===== src/rtl/mem_spi_xfer_engine.sv =====
// SPI mode-0 burst transfer engine: shifts a counted burst of bytes MSB first
// under one chip select and reports per-byte and end-of-burst completion.
module mem_spi_xfer_engine #(
  parameter int unsigned CLK_DIV = 2
) (
  input  logic       clk,
  input  logic       rst,
  input  logic       in_start,
  input  logic [7:0] in_total_transfers,
  input  logic [7:0] in_tx_data,
  input  logic       in_tx_valid,
  output logic       out_tx_ready,
  output logic [7:0] out_rx_data,
  output logic       out_rx_valid,
  output logic       out_transfer_done,
  output logic [7:0] out_transfers_completed,
  output logic       out_busy,
  output logic       out_all_done,
  output logic       spi_sclk,
  output logic       spi_cs_n,
  output logic       spi_mosi,
  input  logic       spi_miso
);

  localparam logic [7:0] DivLast = 8'(CLK_DIV - 1);

  typedef enum logic [2:0] {
    IDLE,
    LOAD,
    SHIFT,
    BYTE_END,
    CS_HOLD,
    DONE
  } state_e;

  state_e     state_q, state_d;
  logic [7:0] total_q, total_d;
  logic [7:0] completed_q, completed_d;
  logic [7:0] tx_shift_q, tx_shift_d;
  logic [7:0] rx_shift_q, rx_shift_d;
  logic [7:0] rx_data_q, rx_data_d;
  logic [7:0] div_q, div_d;
  logic [2:0] bit_q, bit_d;
  logic       sclk_q, sclk_d;
  logic       cs_n_q, cs_n_d;
  logic       phase_end;

  always_ff @(posedge clk) begin
    if (rst) begin
      state_q     <= IDLE;
      total_q     <= 8'd0;
      completed_q <= 8'd0;
      tx_shift_q  <= 8'd0;
      rx_shift_q  <= 8'd0;
      rx_data_q   <= 8'd0;
      div_q       <= 8'd0;
      bit_q       <= 3'd0;
      sclk_q      <= 1'b0;
      cs_n_q      <= 1'b1;
    end else begin
      state_q     <= state_d;
      total_q     <= total_d;
      completed_q <= completed_d;
      tx_shift_q  <= tx_shift_d;
      rx_shift_q  <= rx_shift_d;
      rx_data_q   <= rx_data_d;
      div_q       <= div_d;
      bit_q       <= bit_d;
      sclk_q      <= sclk_d;
      cs_n_q      <= cs_n_d;
    end
  end

  always_comb begin
    state_d     = state_q;
    total_d     = total_q;
    completed_d = completed_q;
    tx_shift_d  = tx_shift_q;
    rx_shift_d  = rx_shift_q;
    rx_data_d   = rx_data_q;
    div_d       = div_q;
    bit_d       = bit_q;
    sclk_d      = sclk_q;
    cs_n_d      = cs_n_q;
    phase_end   = (div_q == DivLast);

    case (state_q)
      IDLE: begin
        if (in_start) begin
          if (in_total_transfers == 8'd0) begin
            state_d = DONE;
          end else begin
            total_d     = in_total_transfers;
            completed_d = 8'd0;
            cs_n_d      = 1'b0;
            state_d     = LOAD;
          end
        end
      end
      LOAD: begin
        if (in_tx_valid) begin
          tx_shift_d = in_tx_data;
          bit_d      = 3'd0;
          div_d      = 8'd0;
          state_d    = SHIFT;
        end
      end
      SHIFT: begin
        // Rising edge samples MISO; falling edge advances MOSI and the bit count.
        if (phase_end) begin
          div_d  = 8'd0;
          sclk_d = ~sclk_q;
          if (!sclk_q) begin
            rx_shift_d = {rx_shift_q[6:0], spi_miso};
          end else begin
            tx_shift_d = {tx_shift_q[6:0], 1'b0};
            bit_d      = bit_q + 3'd1;
            if (bit_q == 3'd7) begin
              rx_data_d = rx_shift_q;
              if (completed_q != total_q) begin
                completed_d = completed_q + 8'd1;
              end
              state_d = BYTE_END;
            end
          end
        end else begin
          div_d = div_q + 8'd1;
        end
      end
      BYTE_END: begin
        div_d   = 8'd0;
        state_d = (completed_q == total_q) ? CS_HOLD : LOAD;
      end
      CS_HOLD: begin
        if (div_q == DivLast) begin
          state_d = DONE;
        end else begin
          div_d = div_q + 8'd1;
        end
      end
      DONE: begin
        state_d = IDLE;
      end
      default: begin
        state_d = IDLE;
      end
    endcase

    // CS releases for the final hold cycle so it is already high the cycle before DONE.
    if (state_d == CS_HOLD && div_d == DivLast) begin
      cs_n_d = 1'b1;
    end
  end

  assign out_tx_ready            = (state_q == LOAD);
  assign out_rx_valid            = (state_q == BYTE_END);
  assign out_transfer_done       = (state_q == BYTE_END);
  assign out_all_done            = (state_q == DONE);
  assign out_busy                = (state_q != IDLE);
  assign out_rx_data             = rx_data_q;
  assign out_transfers_completed = completed_q;
  assign spi_sclk                = sclk_q;
  assign spi_cs_n                = cs_n_q;
  assign spi_mosi                = tx_shift_q[7];

endmodule


===== config.mk =====
export PLATFORM = sky130hd
export DESIGN_NAME = mem_spi_xfer_engine
export DESIGN_NICKNAME = d
export VERILOG_FILES = /design/src/rtl/mem_spi_xfer_engine.sv
export SDC_FILE = /design/constraint.sdc
export NUM_CORES = 1
export LEC_CHECK = 0
export ABC_AREA = 1
export BUFFER_PORTS_ARGS = -buffer_cell sky130_fd_sc_hd__buf_2
export CORE_UTILIZATION = 25
export DETAILED_ROUTE_END_ITERATION = 6
export GPL_ROUTABILITY_DRIVEN = 0
export SYNTH_ARGS = -nofsm -noshare
export SYNTH_HDL_FRONTEND = slang
export SYNTH_SLANG_ARGS = --single-unit

===== constraint.sdc =====
create_clock -name clk -period 2.2 [get_ports clk]
set_input_delay 0.44 -clock clk [delete_from_list [all_inputs] [get_ports clk]]
set_output_delay 0.44 -clock clk [all_outputs]
set_load 0.01 [all_outputs]

## Word level (Yosys, flattened, before mapping)

Index checks and enable logic that the tools add are counted.

| word-level totals | value |
|---|---|
| register bits | 56 |
| bits of input ports | 21 |
| output and inout bits | 24 |
| word-level logic and storage cells | 74 |

| cells by class | value |
|---|---|
| add/subtract/negate cells | 3 |
| equality and inequality tests | 18 |
| muxes and demuxes | 28 |
| bitwise gates (word level) | 2 |
| reductions and logical operators | 13 |

Operators by type and width:

| cell | count |
|---|---|
| two-way mux 8 bit | 12 |
| two-way mux 3 bit | 11 |
| case mux 8 bit (2 select lines) | 2 |
| case mux 8 bit (4 select lines) | 1 |
| adder 8 x 1 -> 8 bit (second input constant) | 2 |
| == test 8 x 1 -> 1 bit (second input constant) | 2 |
| case mux 3 bit (5 select lines) | 1 |
| inequality test 2 bit (second input constant) | 7 |
| == test 3 bit (second input constant) | 4 |
| == test 8 bit | 1 |
| zero test 8 bit | 1 |
| inequality test 8 bit | 1 |
| AND reduction 4 bit | 2 |
| AND reduction 7 bit | 1 |
| == test 3 x 2 -> 1 bit (second input constant) | 2 |
| case mux 3 bit (2 select lines) | 1 |
| AND reduction 3 bit | 2 |
| nonzero test 2 bit | 2 |
| adder 3 x 1 -> 3 bit (second input constant) | 1 |
| == test 3 x 1 -> 1 bit (second input constant) | 1 |
| zero test 3 bit | 1 |
| nonzero test 3 bit | 1 |
| NOT 1 bit | 2 |
| AND reduction 2 bit | 1 |
| other kinds (2) | 2 |

## Longest topological paths before layout

| depth | value |
|---|---|
| depth after elaboration | 8 |
| mapped depth | 13 |
| mapped depth without buffers | 13 |

## Worst setup path after synthesis

OpenSTA, ideal clock, no wires.

| timing path | value |
|---|---|
| path kind | flip-flop to flip-flop |
| start point | reg div_q[1] |
| end point | reg cs_n_q, in the netlist spi_cs_n |
| setup time | 0.058 ns |
| arrival time | 1.579 ns |
| data required time | 2.142 ns |
| path slack | 0.562 ns |
| cell stages (with the launch flop) | 13 |
| buffers on the path | 0 |
| clock period less this slack | 1.638 ns |
| cells stage by stage | dfxtp_1 inv_1 ha_1 nand3_1 inv_1 nand2_1 ha_1 o21ai_0 o21bai_2 nand2_1 nor2_1 nand3_1 nand2_1 |

| between the ends | value |
|---|---|
| word-level cells in the longest chain between the ends | 6 |
| elaborated cells between the ends (all ways) | 13 |
| those cells by class | 1 x add/sub; 3 x eq/ne; 7 x mux; 2 x reduce/logical |

Ends and longest elaborated chain:

| item | RTL line | source |
|---|---|---|
| from (decl) | 42 | `logic [7:0] div_q, div_d;` |
| from (signal assigned) | 67 | `div_q <= div_d;` |
| adder 8 x 1 -> 8 bit or == test 8 x 1 -> 1 bit (tied branches) | -- |  |
| two-way mux 8 bit (tied with other cells) | 135 | `if (div_q == DivLast) begin` |
| case mux 8 bit (4 select lines) or case mux 3 bit (5 select lines) (tied branches) | 87 | `case (state_q)` |
| == test 8 x 1 -> 1 bit or == test 3 bit (tied branches) | 150 | `if (state_d == CS_HOLD && div_d == DivLast) begin` |
| logical AND 1 bit (*) | 150 |  |
| OR reduction 2 bit (no source line) (*) | -- |  |
| to (signal assigned) | 70 | `cs_n_q <= cs_n_d;` |
| to (decl) | 45 | `logic cs_n_q, cs_n_d;` |

Every way passes the cells marked *; elsewhere a longest branch is shown, timed or not.
A chain may end at the register's enable or synchronous reset.

## Worst setup path after layout

| timing path | value |
|---|---|
| start point | reg div_q[0] |
| end point | reg cs_n_q, in the netlist spi_cs_n |

The elaborated chain is that of the path after synthesis.

==> impl_metrics.csv <==
group,metric,value,unit
finish,drive_above_1_share,17.25,%
timing,drv_slew,0,
detailed_routing,firstDrtPassIters,4,
global_route,track_usage,12.68,%
clock_network,cts-root-buf,"clkbuf_16",
detailed_routing,drc_errors,0,
synth,syn-num-nets,441,
detailed_routing,wl_per_cell,11.56,um
setup_path,path_cells,"ha_1, nand3_1, nor2_2, nand2_1, nor2_2, nor2_1, nand3_1, nor2_1, nand3_1, nand2_1",
detailed_routing,ant_nets,0,
floorplan,rows,38,
place,dp_hpwl,5288,um
power_and_ir_drop,powerDensity,656.5,mW/mm^2
timing,tns,0,ps
floorplan,io_pins,45,
finish,syn2layout_area_growth,18.37,%
timing,setup_slack,296.1,ps
synth,ys_seq_area_share,39.66,%
floorplan,core,0.01094,mm^2
timing,maxSlewHeadroom,71.50,%
setup_path,required,2390,ps
setup_path,max_stage_delay,400,ps
worst_hold_path,worstHoldPathType,"input pin to flip-flop",
setup_path,path_common_cell,"nand3_1",
synth,synthCells,414,
setup_path,critical_path_class,"flip-flop to flip-flop",
clock_network,cts_resized,0,
synth,yosys_warnings,0,
setup_path,critPathCapture,"spi_cs_n",
place,io_buffer_count,44,
setup_path,crit_path_end_kind,"flip-flop",
clock_network,cts_buffer_depth,2,
clock_network,cts_hold_buf,0,
place,place_ws,299.6,ps
global_route,grt_max_degree,27,
power_and_ir_drop,ir_drop,0.3116,mV
clock_network,cts-htree-levels,2,
finish,seqCellArea,0.001121,mm^2
clock_network,tritoncts,"done",
timing,setup_viol,0,
global_route,overflow,0,
synth,ys_types,30,
detailed_routing,routed_wl,6914,um
setup_path,start_kind,"flip-flop",
timing,tightestPinTransition,427.0,ps
setup_path,startpoint,"div_q[0]",
floorplan,initial_core_util,25.85,%
setup_path,ff2ff_path_depth,10,
global_route,grt_pass1_wl,11880,um
finish,fin_util,30.60,%
power_and_ir_drop,p_leak,1.551,nW
synth,synth_area,0.002826,mm^2
global_route,antenna_found_initial,0,
setup_path,r2r_end,"spi_cs_n",
timing,finalHoldViolCount,0,
synth,ys_seq_elements,56,
setup_path,cp_max_fo,11,
global_route,grt_pass1_vias,2633,
clock_network,cts.sinks,56,
detailed_routing,drtIter0Drc,135,
finish,final_nets,484,
setup_path,slowest_stage,"dfxtp_1",
worst_hold_path,hold_depth,3,
timing,fmax,525.2,MHz
clock_network,clkLatencyLatePin,290,ps
detailed_routing,vias_per_cell,4.502,
clock_network,numCtsBuffers,5,
floorplan,die_w,108.3,um
status,status,"complete, no violations",
detailed_routing,via_count,2692,
flow_run,maxCapViolCount,0,
synth,syn_avg_cell_area,6.827,um^2
setup_path,arrival,2090,ps
floorplan,fp.dieH,108.3,um
timing,fin_crit,1904,ps
finish,multi_input_area,0.001506,mm^2
timing,rsz0062_at_grt,"false",
floorplan,floorplan.die_area,0.01174,mm^2
timing,skew,2.701,ps
finish,fillers,1203,
setup_path,r2r-start,"div_q[0]",
finish,antenna_cells,0,
clock_network,path_clk_slew,70,ps
clock_network,postCtsSetupRepairBufs,0,
timing,fin_crit_sh,86.54,%
setup_path,ff2ff_setup_slack,300,ps
-- logic make-up after synthesis --
group,Yosys count,share of synthesized area [%]
XOR/XNOR,10,3.099
AND/OR/NAND/NOR,227,34.22
buffers and inverters,46,7.038
AO/OA/AOI/OAI,69,13.32
flip-flops,56,39.66
adder cells (fa/ha/maj),6,2.656
-- per-layer routing --
metal / share of wire [%] / vias up / GRT usage, %
met5: 0 / - / 0
met3: 4.7 / 8 / 2.230
met1: 48 / 1202 / 16.06
met4: 1.8 / 0 / 4.826
met2: 45 / 58 / 21.38
li1: - / 1424 / -
-- registers in the layout, summed over array words and instances (netlist names) --
name	count
div_q	8
out_transfers_completed	8
tx_shift_q	8
spi_cs_n	1
out_rx_data	8
rx_shift_q	8
state_q	3
spi_sclk	1
bit_q	3
total_q	8
-- cell usage after synthesis --
| master | instances | area [um^2] |
|---|---|---|
| inv_2 | 4 | 15.01 |
| a21oi_1 | 23 | 115.1 |
| ha_1 | 6 | 75.07 |
| nor2_2 | 3 | 18.77 |
| o21bai_2 | 1 | 11.26 |
| a211oi_2 | 1 | 12.51 |
| nand3_1 | 27 | 135.1 |
| or2_2 | 1 | 6.260 |
| a31oi_1 | 8 | 50.05 |
| nand2_2 | 4 | 25.02 |
| xnor2_1 | 6 | 52.55 |
| buf_4 | 2 | 15.01 |
| a21oi_2 | 2 | 17.52 |
| xor2_1 | 4 | 35.03 |
| nand2_1 | 95 | 356.6 |
| o21ai_1 | 1 | 5.000 |
| nor3b_1 | 1 | 7.510 |
| buf_1 | 1 | 3.750 |
| o21ai_0 | 33 | 165.2 |
| dfxtp_1 | 56 | 1121 |
| nor2_4 | 3 | 33.78 |
| nand3_2 | 3 | 30.03 |
| buf_6 | 2 | 22.52 |
| clkinv_2 | 1 | 5.000 |
| nor2_1 | 81 | 304.0 |
| nor3_1 | 5 | 25.02 |
| inv_1 | 29 | 108.9 |
| nand4_1 | 4 | 25.02 |
| buf_2 | 2 | 10.01 |
| clkbuf_1 | 5 | 18.77 |
-- final cells by class --
cell class / count / area share [%]
Tap cell: 140 / 5.236
Clock buffer: 5 / 3.740
Sequential cell: 56 / 33.51
Clock inverter: 3 / 0.7853
Inverter: 34 / 3.852
Timing Repair Buffer: 48 / 7.853
Multi-Input combinational cell: 312 / 45.03
-- layout by cell type (no fill, tap or decap), drive strengths merged --
cell / netlist / layout
dfxtp: 56 / 56
nor2: 87 / 87
nand2: 99 / 99
inv: 33 / 34
o21ai: 34 / 34
clkbuf: 5 / 5
nor3b: 1 / 1
o21bai: 1 / 1
clkinvlp: 0 / 2
buf: 7 / 48
a211oi: 1 / 1
nor3: 5 / 5
nand4: 4 / 4
nand3: 30 / 30
xnor2: 6 / 6
ha: 6 / 6
xor2: 4 / 4
clkinv: 1 / 1
or2: 1 / 1
a21oi: 25 / 25
a31oi: 8 / 8
-- power by group --
part           switching [mW]  internal, mW  leakage, nW  total (mW)
sequential             0.0315          1.06        0.455        1.09
clock                   0.386         0.431       0.0680       0.817
combinational           0.189         0.104         1.03       0.293
-- worst min-delay path by stage --
| stage | from | end | slack (ps) |
|---|---|---|---|
| detailed placement | total_q[1] | total_q[1] | 460 |
| global route | spi_miso | rx_shift_q[0] | 400 |
| global placement | bit_q[0] | bit_q[0] | 440 |
| CTS | spi_miso | rx_shift_q[0] | 370 |
| finish | spi_miso | rx_shift_q[0] | 370 |
| floorplan | bit_q[0] | bit_q[0] | 430 |
-- per-stage QoR --
stage                     instance area, um^2  hold WS [ps]  std cells  total power [mW]
after floorplan                          2826         428.9        414             1.311
after global placement                   3194         439.1        590             1.398
after detailed placement                 3194         458.6        590             1.405
after CTS                                3346         373.8        598             2.224
after global routing                     3346         401.3        598             2.311
final                                    3346         374.2        598             2.197
-- worst max-delay path, delay by kind of cell (launching register included) --
family                     cells  cell delay, ps
and+or+nand+nor                9            1230
adders and majority gates      1             160
DFF                            1             400
(Power assumes the default switching activity.)
